**config.mk**
```make
export PLATFORM = sky130hd
export DESIGN_NAME = sevenseg_scan_ctrl
export DESIGN_NICKNAME = d
export VERILOG_FILES = /design/src/rtl/sevenseg_pkg.sv /design/src/rtl/bin2bcd_seq.sv /design/src/rtl/sevenseg_scan_ctrl.sv
export SDC_FILE = /design/constraint.sdc
export NUM_CORES = 1
export LEC_CHECK = 0
export BUFFER_PORTS_ARGS = -buffer_cell sky130_fd_sc_hd__buf_2
export CAP_MARGIN = 40
export CORE_UTILIZATION = 40
export CTS_BUF_LIST = sky130_fd_sc_hd__clkbuf_8
export DETAILED_ROUTE_END_ITERATION = 8
export SYNTH_ARGS = -nofsm -noshare
export SYNTH_HDL_FRONTEND = slang
export SYNTH_SLANG_ARGS = --single-unit
```
**constraint.sdc**
```tcl
create_clock -name clock -period 5.6 [get_ports clock]
set_input_delay 1.12 -clock clock [delete_from_list [all_inputs] [get_ports clock]]
set_output_delay 1.12 -clock clock [all_outputs]
set_load 0.01 [all_outputs]
```
**src/rtl/sevenseg_pkg.sv**
```systemverilog
// Shared definitions for the seven-segment scan controller: glyph font,
// special segment patterns and the converter state encoding.
package sevenseg_pkg;

    // Segment patterns are active-high, ordered {dp,g,f,e,d,c,b,a}.
    localparam logic [7:0] SEG_DASH  = 8'h40;
    localparam logic [7:0] SEG_BLANK = 8'h00;

    typedef enum logic [1:0] {
        IDLE  = 2'd0,
        SHIFT = 2'd1,
        DONE  = 2'd2
    } conv_state_t;

    // Standard hex font, active-high, dp bit left clear.
    function automatic logic [7:0] hex_glyph(input logic [3:0] nib);
        logic [7:0] g;
        case (nib)
            4'h0:    g = 8'h3F;
            4'h1:    g = 8'h06;
            4'h2:    g = 8'h5B;
            4'h3:    g = 8'h4F;
            4'h4:    g = 8'h66;
            4'h5:    g = 8'h6D;
            4'h6:    g = 8'h7D;
            4'h7:    g = 8'h07;
            4'h8:    g = 8'h7F;
            4'h9:    g = 8'h6F;
            4'hA:    g = 8'h77;
            4'hB:    g = 8'h7C;
            4'hC:    g = 8'h39;
            4'hD:    g = 8'h5E;
            4'hE:    g = 8'h79;
            default: g = 8'h71;
        endcase
        return g;
    endfunction

endpackage

```
**src/rtl/bin2bcd_seq.sv**
```systemverilog
// Sequential double-dabble binary-to-BCD converter. One input bit is
// consumed per SHIFT cycle; DONE lasts one cycle with the result valid.
module bin2bcd_seq
    import sevenseg_pkg::*;
#(
    parameter int NUM_DIGITS = 8
) (
    input  logic                    clock,
    input  logic                    reset,
    input  logic                    start,
    input  logic [4*NUM_DIGITS-1:0] bin_in,
    output logic                    busy,
    output logic                    done,
    output logic [4*NUM_DIGITS-1:0] bcd_out,
    output logic                    overflow
);

    localparam int W  = 4 * NUM_DIGITS;
    localparam int CW = $clog2(W);

    conv_state_t   state_q, state_d;
    logic [CW-1:0] count_q;
    logic [W-1:0]  bin_q;
    logic [W-1:0]  bcd_q;
    logic [W-1:0]  bcd_adj;
    logic          sticky_q;
    logic          last_shift;

    assign last_shift = (count_q == CW'(W - 1));
    assign bcd_out    = bcd_q;
    assign overflow   = sticky_q;

    // State register.
    // NOTE: clocked state uses non-blocking assignments so every register
    // samples the pre-edge values, independent of statement order.
    always_ff @(posedge clock or posedge reset) begin
        if (reset) state_q <= IDLE;
        else       state_q <= state_d;
    end

    // Next-state and status decode.
    // NOTE: every output gets a default before the case so no path leaves a
    // signal unassigned, which would otherwise infer a latch.
    always_comb begin
        state_d = state_q;
        busy    = 1'b0;
        done    = 1'b0;
        case (state_q)
            IDLE: begin
                if (start) state_d = SHIFT;
            end
            SHIFT: begin
                busy = 1'b1;
                if (last_shift) state_d = DONE;
            end
            DONE: begin
                busy    = 1'b1;
                done    = 1'b1;
                state_d = IDLE;
            end
            default: state_d = IDLE;
        endcase
    end

    // Add-3 correction on every BCD digit that is 5 or more.
    always_comb begin
        bcd_adj = bcd_q;
        for (int i = 0; i < NUM_DIGITS; i++) begin
            if (bcd_q[4*i +: 4] >= 4'd5) bcd_adj[4*i +: 4] = bcd_q[4*i +: 4] + 4'd3;
        end
    end

    // Shift datapath: load on start, then shift {bcd, bin} left once per cycle.
    // A 1 leaving the top BCD digit means the value needs another digit.
    always_ff @(posedge clock or posedge reset) begin
        if (reset) begin
            bin_q    <= '0;
            bcd_q    <= '0;
            count_q  <= '0;
            sticky_q <= 1'b0;
        end else if (state_q == IDLE && start) begin
            bin_q    <= bin_in;
            bcd_q    <= '0;
            count_q  <= '0;
            sticky_q <= 1'b0;
        end else if (state_q == SHIFT) begin
            bcd_q    <= {bcd_adj[W-2:0], bin_q[W-1]};
            bin_q    <= {bin_q[W-2:0], 1'b0};
            sticky_q <= sticky_q | bcd_adj[W-1];
            count_q  <= count_q + 1'b1;
        end
    end

endmodule

```
**src/rtl/sevenseg_scan_ctrl.sv**
```systemverilog
// Multiplexed seven-segment display controller: latches a display word,
// optionally converts it to decimal, and scans the digits with an internal
// refresh prescaler.
module sevenseg_scan_ctrl
    import sevenseg_pkg::*;
#(
    parameter int NUM_DIGITS  = 8,
    parameter int REFRESH_DIV = 50000,
    parameter int ACTIVE_LOW  = 1
) (
    input  logic                    clock,
    input  logic                    reset,
    input  logic                    wr_en,
    input  logic [4*NUM_DIGITS-1:0] wr_data,
    input  logic                    wr_decimal,
    input  logic                    wr_blank_lz,
    input  logic [NUM_DIGITS-1:0]   wr_dp,
    output logic                    ready,
    output logic                    overflow,
    output logic [7:0]              segments,
    output logic [NUM_DIGITS-1:0]   enables
);

    localparam int W     = 4 * NUM_DIGITS;
    localparam int IDX_W = (NUM_DIGITS > 1) ? $clog2(NUM_DIGITS) : 1;
    localparam int PW    = (REFRESH_DIV > 1) ? $clog2(REFRESH_DIV) : 1;

    logic [PW-1:0]         presc_q;
    logic [IDX_W-1:0]      idx_q;
    logic [W-1:0]          buf_q;
    logic                  blank_q;
    logic [NUM_DIGITS-1:0] dp_q;
    logic                  ovf_q;
    logic                  hold_blank_q;
    logic [NUM_DIGITS-1:0] hold_dp_q;

    logic                  conv_start;
    logic                  conv_busy;
    logic                  conv_done;
    logic                  conv_ovf;
    logic [W-1:0]          conv_bcd;
    logic                  hex_write;

    logic [3:0]            digit_nib;
    logic                  upper_zero;
    logic [7:0]            seg_ah;
    logic [NUM_DIGITS-1:0] en_ah;

    assign ready      = !conv_busy;
    assign conv_start = wr_en && ready && wr_decimal;
    assign hex_write  = wr_en && ready && !wr_decimal;
    assign overflow   = ovf_q;

    bin2bcd_seq #(
        .NUM_DIGITS(NUM_DIGITS)
    ) u_bin2bcd (
        .clock    (clock),
        .reset    (reset),
        .start    (conv_start),
        .bin_in   (wr_data),
        .busy     (conv_busy),
        .done     (conv_done),
        .bcd_out  (conv_bcd),
        .overflow (conv_ovf)
    );

    // Refresh prescaler and digit scan index; free-running, never stalled.
    always_ff @(posedge clock or posedge reset) begin
        if (reset) begin
            presc_q <= '0;
            idx_q   <= '0;
        end else if (presc_q == PW'(REFRESH_DIV - 1)) begin
            presc_q <= '0;
            idx_q   <= (idx_q == IDX_W'(NUM_DIGITS - 1)) ? '0 : idx_q + 1'b1;
        end else begin
            presc_q <= presc_q + 1'b1;
        end
    end

    // Display buffer: loaded directly by a hex write, or by the converter on
    // DONE using the flags held since the decimal write was accepted.
    always_ff @(posedge clock or posedge reset) begin
        if (reset) begin
            buf_q        <= '0;
            blank_q      <= 1'b0;
            dp_q         <= '0;
            ovf_q        <= 1'b0;
            hold_blank_q <= 1'b0;
            hold_dp_q    <= '0;
        end else if (hex_write) begin
            buf_q   <= wr_data;
            blank_q <= wr_blank_lz;
            dp_q    <= wr_dp;
            ovf_q   <= 1'b0;
        end else if (conv_start) begin
            hold_blank_q <= wr_blank_lz;
            hold_dp_q    <= wr_dp;
        end else if (conv_done) begin
            buf_q   <= conv_bcd;
            blank_q <= hold_blank_q;
            dp_q    <= hold_dp_q;
            ovf_q   <= conv_ovf;
        end
    end

    // Glyph selection for the current digit, then output polarity.
    always_comb begin
        digit_nib  = buf_q[4*int'(idx_q) +: 4];
        upper_zero = 1'b1;
        for (int i = 0; i < NUM_DIGITS; i++) begin
            if (i >= int'(idx_q) && buf_q[4*i +: 4] != 4'h0) upper_zero = 1'b0;
        end

        if (ovf_q)                                   seg_ah = SEG_DASH;
        else if (blank_q && idx_q != '0 && upper_zero) seg_ah = SEG_BLANK;
        else                                         seg_ah = hex_glyph(digit_nib);
        seg_ah[7] = dp_q[idx_q];

        en_ah        = '0;
        en_ah[idx_q] = 1'b1;

        segments = (ACTIVE_LOW != 0) ? ~seg_ah : seg_ah;
        enables  = (ACTIVE_LOW != 0) ? ~en_ah  : en_ah;
    end

endmodule

```
==> Word level (Yosys, flattened, before mapping) <==
Memories as Yosys holds them, arrays and structs flattened.
Cells that the tools add are included.
{ "totals": {"ff_bits": 142, "mem_bits_ro": 112, "input_bits": 45, "out_inout_bits": 18, "mem_count": 1} }
{ "mem_list": {"columns": ["name", "depth", "word_bits", "read_ports", "rd_clocked_by_memory_dff", "wr", "line", "source"], "rows": [
  ["(name not given)", 16, 7, 1, 0, 0, "sevenseg_pkg.sv:18", "case (nib)"]
]} }
{ "classes": {"add_sub_neg": 11, "magnitude_cmp": 17, "eq_ne": 8, "n_shift": 1, "n_mux": 49, "n_bitwise": 4, "n_reduce_logical": 32} }
{ "op_table": {"columns": ["cell", "n"], "rows": [
  ["$mux 32", 7],
  ["$add 4x2->4 const B", 8],
  ["$ge 4x3->1 const B", 8],
  ["$mux 4", 8],
  ["$reduce_bool 4->1", 8],
  ["$shiftx 32x6->4", 1],
  ["$mux 8", 3],
  ["$mux 1", 20],
  ["$add 16x1->16 const B", 1],
  ["$eq 16x16->1 const B", 1],
  ["$mux 16", 1],
  ["$not 8->8", 2],
  ["$logic_and 1x1->1", 14],
  ["$mux 7", 2],
  ["$mux 5", 2],
  ["$ge 3x3->1 const A", 3],
  ["$ge 1x3->1 const A", 2],
  ["$ge 2x3->1 const A", 2],
  ["$reduce_and 2->1", 3],
  ["$add 5x1->5 const B", 1],
  ["$eq 5x5->1 const B", 1],
  ["$lt 3x4->1 const B", 1],
  ["$mux 2", 2],
  ["$ne 2x1->1 const B", 2],
  ["other kinds (17)", 19]
]} }

==> Depth between registers and ports, before layout <==
Gate-level depths: netlist of run 1.
{ "depth": {"depth_word": 14, "ltp_mapped": 10, "depth_no_buf": 8} }

==> By module <==
From an unflattened synthesis of run 1, not the netlist that was laid out.
{ "hier_totals": {"hier_cells": 845, "hier_area_um2": 8029.0} }
{ "modules_own_cells": {"columns": ["mod", "instances", "cells_per_inst", "area_per_inst_um2"], "rows": [
  ["sevenseg_scan_ctrl", 1, 421, 4072.7],
  ["bin2bcd_seq", 1, 424, 3956.3]
]} }

==> Least setup slack after synthesis of run 1 <==
No wires, ideal clock.
{ "synth_timing": {"kind": "register to output", "startpoint": "register idx_q[1]", "endpoint": "output port segments[2]", "arrival_time_ps": 2349, "slack_ps": 2131, "stages_incl_launch_ff": 9, "path_buffers": 1, "path_cell_list": "dfrtp_1 -> buf_2 -> mux2i_1 -> o21ai_1 -> a211oi_1 -> inv_1 -> ha_1 -> or3_1 -> o211ai_1"} }
{ "synth_via": {"elab_chain_len": 14} }
{ "synth_rtl": {"columns": ["item", "line", "source"], "rows": [
  ["start: declaration", "sevenseg_scan_ctrl.sv:29", "logic [IDX_W-1:0] idx_q;"],
  ["start signal: assignment", "sevenseg_scan_ctrl.sv:74", "idx_q <= (idx_q == IDX_W'(NUM_DIGITS - 1)) ? '0 : idx_q + 1'b1;"],
  ["$ge 1x3->1", "sevenseg_scan_ctrl.sv:111", "if (i >= int'(idx_q) && buf_q[4*i +: 4] != 4'h0) upper_zero = 1'b0;"],
  ["$logic_and 1x1->1", "sevenseg_scan_ctrl.sv:111", null],
  ["$mux 1 (8 in a row)", "sevenseg_scan_ctrl.sv:111", null],
  ["$logic_and 1x1->1", "sevenseg_scan_ctrl.sv:115", "else if (blank_q && idx_q != '0 && upper_zero) seg_ah = SEG_BLANK;"],
  ["$mux 7 *", "sevenseg_scan_ctrl.sv:115", null],
  ["$mux 7 *", "sevenseg_scan_ctrl.sv:114", "if (ovf_q) seg_ah = SEG_DASH;"],
  ["$not 8->8 *", "sevenseg_scan_ctrl.sv:122", "segments = (ACTIVE_LOW != 0) ? ~seg_ah : seg_ah;"],
  ["end: declaration", "sevenseg_scan_ctrl.sv:20", "output logic [7:0] segments,"]
]} }
Mark *: on every way between the ends. The rest lies on a longest branch, timed or not.

==> Worst setup path after layout of run 1 <==
{ "layout_timing": {"startpoint": "register idx_q[0]", "endpoint": "output port segments[2]"} }
The elaborated chain is that of the path after synthesis.

==> results of run 1 <==
-- cell type report --
type,count,area (µm²),share of cell area [%]
Sequential cell,142,3550,40.5
Inverter,28,110,1.26
Clock buffer,23,317,3.61
Multi-Input combinational cell,585,3890,44.3
Tap cell,260,325,3.71
Timing Repair Buffer,69,403,4.59
Clock inverter,9,176,2.01
-- kinds of logic after synthesis --
kind of cell,after synthesis,synth area share [%]
and+or+nand+nor,259,15.1
AOI/OAI and AO/OA,157,11.3
DFF,142,46.1
muxes,111,15.5
buffers and inverters,71,3.84
adders and majority gates,32,5.19
xor gates and xnor gates,26,2.95
-- tightest hold or removal path, cell delays in order (launching register included) --
cell     delay (ns)
dfrtp_1        0.35
nand2_1        0.05
nand2_1        0.05
-- routing by layer --
metal | up-vias | track usage [%]
li1 | 2866 | -
met3 | 15 | 3.94
met1 | 2756 | 24.9
met4 | 0 | 5.15
met5 | - | 0
met2 | 91 | 28.3
-- synth_stat cells, types with 3 or more instances --
cell type	n	area share (%)
buf_2	6	0.39
nand2b_1	11	0.89
clkbuf_1	29	1.4
a211oi_1	11	1.1
and3_1	5	0.41
dfrtp_1	142	46
a21oi_1	28	1.8
nand2_2	3	0.24
nor4_1	6	0.49
ha_1	32	5.2
nor3b_1	7	0.68
inv_1	27	1.3
or4_1	3	0.29
xor2_1	9	1.0
o211ai_1	5	0.49
mux4_2	5	1.5
o21ai_0	93	6.0
nor3_1	5	0.32
a31oi_1	3	0.24
nor2_1	46	2.2
nor2b_1	4	0.32
xnor2_1	17	1.9
buf_1	4	0.19
o22ai_1	4	0.32
mux2i_1	101	13
nand2_1	133	6.5
nand3_1	22	1.4
nand4_1	6	0.49
-- sequential cells by signal, summed over array words and instances (netlist names) --
name	flops
blank_q	1
buf_q	32
dp_q	8
hold_blank_q	1
hold_dp_q	8
idx_q	3
overflow	1
presc_q	16
u_bin2bcd.bcd_out	32
u_bin2bcd.bin_q	32
u_bin2bcd.count_q	5
u_bin2bcd.overflow	1
u_bin2bcd.state_q	2
-- cell usage in the layout (no fill, tap or decap), drive strengths merged, types with 7 or more instances in the layout --
master,count
nand2,136
o21ai,95
nor3b,7
dfrtp,142
a21oi,28
nand3,22
xor2,9
clkbuf,23
buf,69
nand2b,11
mux2i,102
ha,32
nor2,46
inv,31
xnor2,17
a211oi,11
nor4,7
-- power by group --
part	switching, mW	total, mW	internal (mW)
registers	0.378	1.82	1.44
logic	0.856	1.62	0.760
clock network	0.398	1.00	0.604
-- per-stage QoR --
stage          area (µm²)  instances  setup slack [ns]  utilization, %
2_1_floorplan        7710        798             0.670               -
3_3_place_gp         8220       1081              1.60            43.6
3_5_place_dp         8280       1084              1.53            44.0
4_1_cts              8770       1116              1.02            46.6
5_1_grt              8770       1116             0.708            46.6
6_report             8770       1116              1.03            46.6
-- worst min path at each step --
stage,end,slack [ns]
6_report,hold_dp_q[3],0.48
5_1_grt,hold_dp_q[3],0.50
4_1_cts,hold_dp_q[3],0.48
3_5_place_dp,hold_dp_q[3],0.46
3_3_place_gp,hold_dp_q[1],0.46
2_1_floorplan,hold_blank_q,0.44
==> summary.md, run 1 <==
| Metric | Value |
|---|---|
| Status | `completed` |
| Syn Std Cell Area | `0.00771 mm²` |
| RR Startpoint | `u_bin2bcd.state_q[0]` |
| Vias per cell | `5.13` |
| Core Area | `0.0188 mm²` |
| Syn nets | `875` |
| Max-Cap Viols | `0` |
| Metal2 WL | `7940 µm` |
| Die H | `141 µm` |
| Worst-skew pair later-pin latency | `0.45 ns` |
| Worst r2r dst | `u_bin2bcd.bin_q[11]` |
| Crit end category | `output pin` |
| Synthesis-stage register bit count | `142` |
| Wire length on met3 | `572 µm` |
| I/O pins | `63` |
| Top FF cell, synth | `dfrtp_1` |
| Metal-1 WL | `8080 µm` |
| Layout cells sized above 1 | `13.8%` |
| CP startpoint kind | `register` |
| Critical path arrival | `3.45 ns` |
| CTS tree | `yes` |
| Async set-or-reset flop fraction in the synthesized netlist | `100%` |
| Hold Path Class | `register to register` |
| Max FO, Critical Path | `23` |
| CP max stage cell | `dfrtp_1` |
| First DRT Iteration DRCs | `390` |
| Initial Util | `41.0%` |
| Worst Path Buf+Inv | `2` |
| First-pass GRT wire length | `28100 µm` |
| CP required | `4.48 ns` |
| WL/cell | `15.0 µm` |
| Skew final | `0.0144 ns` |
| Hold path start | `hold_dp_q[3]` |
| Final hold vios | `0` |
| Leak pwr | `4.15 nW` |
| Levels on crit path | `8` |
| Number of port buffers | `62` |
| Crit path capture | `segments[2]` |
| Delay-heaviest family, CP | `flip-flops` |
| GPL Wtd Cong | `0.859` |
| Hold slack | `0.479 ns` |
| Clock root buffer | `clkbuf_8` |
| P&R area growth vs syn | `13.7%` |
| Post-cts hold buffer count | `0` |
| Cells on Worst Hold Path | `2` |
| CTS buffer count | `17` |
| Final #Nets | `920` |
| Vias in the first global route | `5469` |
| R2R setup slack | `2.88 ns` |
| Largest net degree at the start of global routing | `72` |
| Max clock buf depth | `2` |
| Gr usage total | `18.0%` |
| Clock sink count | `142` |
| Antenna-violating nets left | `0` |
| # Post-CTS Setup Buffers | `0` |
| Pwr Total | `4.44 mW` |
| Initial antenna violation count | `0` |
| H-tree levels | `4` |
| Synth Warn # | `0` |
| Die X | `141 µm` |
| Post-CTS sizing | `0` |
| Post-synthesis sequential area ratio | `46.1%` |
| Row Count | `50` |
| Yosys cell types | `55` |
| DIE AREA | `0.0198 mm²` |
| Fin Setup TNS | `0 ns` |
| VDD IR max | `0.196 mV` |
| Grt ovf | `0` |
| PwrDens | `506 mW/mm²` |
| Syn avg cell area | `9.66 µm²` |
| FF-to-FF path depth | `7` |
| Final Setup Violations | `0` |
| Highest routed layer | `met4` |
| Min cycle time layout | `4.57 ns` |
| Final Slew Violations | `0` |
| Final period util | `81.6%` |
| RSZ-0062 raised after global routing | `false` |
| Fill cells | `1758` |
| Slew @ Worst Pin | `0.897 ns` |
| Setup Crit Path Kind | `register to output pin` |
| Rel. slew slack | `39.9%` |
| Fmax achieved | `219 MHz` |
| DP HPWL | `11700 µm` |
| Crit path from | `idx_q[0]` |
| DRT Wirelength | `16800 µm` |
| DRC Markers | `0` |
| CP peak stage delay | `0.86 ns` |
| Antenna diodes | `0` |
| Synth Instances | `798` |
| EDFF count, synth | `0` |
| Clk slew on worst S/H paths | `0.08 ns` |
| Crit-path cells | `mux2i_1 > nor3_1 > a211oi_1 > inv_1 > ha_1 > or3_1 > o211ai_1 > buf_2` |
| Routed via count | `5728` |
| 1st-pass router iterations | `5` |
Power figures use the tool's default switching activity.
==> inputs of run 2 (changes only) <==
- clock period: 5.6 -> 3.8 ns (I/O delays scaled with it)
==> summary.md, run 2 (synthesis gave the netlist of run 1 again) <==
| Metric | Value |
|---|---|
| Status | `completed` |
| Fin area | `0.00875 mm² (-0.20%)` |
| P&R area growth vs syn | `13.5%` |
| Fill cells | `1775 (+0.97%)` |
| Min cycle time layout | `3.57 ns` |
| Row Count | `50 (unchanged)` |
| Leak pwr | `4.12 nW (-0.69%)` |
| Final Slew Violations | `0 (unchanged)` |
| Core Area | `0.0188 mm² (unchanged)` |
| CP startpoint kind | `register` |
| Critical path arrival | `2.81 ns (-0.64 ns)` |
| Hold Path Class | `input port to async pin` |
| Clk slew on worst S/H paths | `0.08 ns (about the same)` |
| Setup Crit Path Kind | `register to output pin` |
| CP peak stage delay | `0.55 ns (-0.31 ns)` |
| Internal | `3.93 mW (+40%)` |
| Die X | `141 µm (unchanged)` |
| Skew final | `0.0119 ns (-0.00254 ns)` |
| Gr usage total | `18.4% (+0.43 points)` |
| Clk pwr share | `20.0% (-2.6 points)` |
| Fin Setup TNS | `0 ns (unchanged)` |
| DIE AREA | `0.0198 mm² (unchanged)` |
| Clock sink count | `142 (unchanged)` |
| CTS tree | `yes` |
| Fmax achieved | `280 MHz` |
| Vias per cell | `5.09 (-0.78%)` |
| Slew @ Worst Pin | `0.729 ns (-0.167 ns)` |
| Crit-path cells | `mux4_2 > mux2_2 > inv_1 > ha_1 > nand2_2 > a22o_1 > o2111ai_1 > buf_2` |
| DP HPWL | `11700 µm (-0.27%)` |
| Final hold vios | `0 (unchanged)` |
| Max FO, Critical Path | `11 (-52%)` |
| Max-Cap Viols | `0 (unchanged)` |
| Layout Cells excl Fill | `1122 (+0.54%)` |
| Grt met1 use | `24.8% (-0.18 points)` |
| Rel. slew slack | `51.4% (+12 points)` |
| Sw Ratio | `38.4% (+1.7 points)` |
| Placed cells | `1087 (+0.28%)` |
| Final period util | `93.8%` |
| Switch Pwr | `2.45 mW (+50%)` |
| DRC Markers | `0 (unchanged)` |
| Initial antenna violation count | `0 (unchanged)` |
| Antenna-violating nets left | `0 (unchanged)` |
| Vias in the first global route | `5615 (+2.7%)` |
| Largest net degree at the start of global routing | `103 (+43%)` |
| CP max stage cell | `mux4_2` |
| 1st-pass router iterations | `4 (-1)` |
| Crit end category | `output pin` |
| Clock root buffer | `clkbuf_8` |
| Fin util | `46.5% (-0.093 points)` |
| RSZ-0062 raised after global routing | `false` |
| First DRT Iteration DRCs | `337 (-14%)` |
| Layout cells sized above 1 | `14.6% (+0.83 points)` |
| Most Crowded Layer GR | `met2` |
| GPL Wtd Cong | `0.868 (+1.1%)` |
| Delay-heaviest family, CP | `multiplexers` |
| Hold slack | `0.261 ns (-0.217 ns)` |
| Max clock buf depth | `2 (unchanged)` |
| Final Setup Violations | `0 (unchanged)` |
| CTS buffer count | `17 (unchanged)` |
| Cell Area, Placed | `0.00831 mm² (+0.38%)` |
| Worst Path Buf+Inv | `2 (unchanged)` |
| I/O pins | `63 (unchanged)` |
| Initial Util | `41.0% (unchanged)` |
| DRT Wirelength | `17000 µm (+1.6%)` |
| Antenna diodes | `0 (unchanged)` |
| Grt ovf | `0 (unchanged)` |
| Commonest non-fill, non-tap cells in the layout | `140 x dfrtp_1, 132 x nand2_1, 101 x mux2i_1` |
| Die H | `141 µm (unchanged)` |
| Worst-skew pair later-pin latency | `0.46 ns (about the same)` |
| Logic pwr share | `37.7% (+1.3 points)` |
| Most common cell after layout, fill and taps aside | `dfrtp_1` |
| Routed via count | `5714 (-0.24%)` |
| PwrDens | `729 mW/mm² (+44%)` |
| M3 GR Usage | `4.01% (+0.068 points)` |
| First-pass GRT wire length | `28700 µm (+2.1%)` |
| WL/cell | `15.2 µm (+1.1%)` |
| H-tree levels | `4 (unchanged)` |
| Met2 usage | `29.6% (+1.4 points)` |
| Final #Nets | `926 (+0.65%)` |
| R2R setup slack | `1.27 ns (-1.61 ns)` |
| CP required | `3.04 ns (-1.44 ns)` |
| Number of port buffers | `62 (unchanged)` |
| VDD IR max | `0.282 mV (+44%)` |
| Reg power frac | `42.3% (+1.3 points)` |
-- run 2: worst paths after layout --
kind / startpoint / to / cells after the start
setup / recovery: idx_q[0] / segments[0] / 8
hold / removal: reset / presc_q[3] / 2
setup reg to reg: u_bin2bcd.state_q[0] / u_bin2bcd.bin_q[6] / 7
hold reg to reg: hold_dp_q[3] / hold_dp_q[3] / 2
max in group asynchronous: reset / idx_q[0] / 3
min in group clock: hold_dp_q[3] / hold_dp_q[3] / 2
-- run 2: power groups by stage --
stage | clock network, mW | registers (mW) | logic (mW)
finish | 1.28 | 2.70 | 2.41
floorplan | 0 | 2.50 | 1.95
detailed placement | 0 | 2.72 | 2.42
global placement | 0 | 2.73 | 2.35
CTS | 1.31 | 2.70 | 2.43
global route | 1.37 | 2.78 | 2.76
-- run 2: per-layer routing --
layer	vias up	wire [µm]	share of wire, %
met2	78	8070	47
met3	16	486	2.9
met4	0	251	1.5
met5	-	0	0
met1	2750	8230	48
li1	2870	-	-
-- run 2: worst register-to-register path, stage by stage (launching register included) --
cell,delay [ns]
dfrtp_1,0.40
inv_1,0.09
ha_1,0.31
nand3b_1,0.49
inv_2,0.36
and2_4,0.20
buf_12,0.33
o21ai_0,0.22
-- run 2: final cells by class --
cell class                      instances  area (µm²)  share of cell area, %
Sequential cell                       142        3560                   40.6
Timing Repair Buffer                   75         458                   5.23
Clock buffer                           18         248                   2.83
Clock inverter                         14         168                   1.92
Tap cell                              260         325                   3.72
Multi-Input combinational cell        585        3890                   44.4
Inverter                               28         113                   1.29
-- run 2: metrics by stage --
stage | setup slack (ns) | power (mW)
finish | 0.234 | 6.39
global route | 0.0602 | 6.92
CTS | 0.0750 | 6.44
detailed placement | 0.570 | 5.14
global placement | 0.662 | 5.08
floorplan | 0.691 | 4.45
-- run 2: repair_timing --
action / in CTS / in global routing
hold endpoints to repair: 0 / 0
resized for setup: 0 / 3
setup buffers: 0 / 3
setup endpoints to repair: 0 / 6
hold buffers: 0 / 0
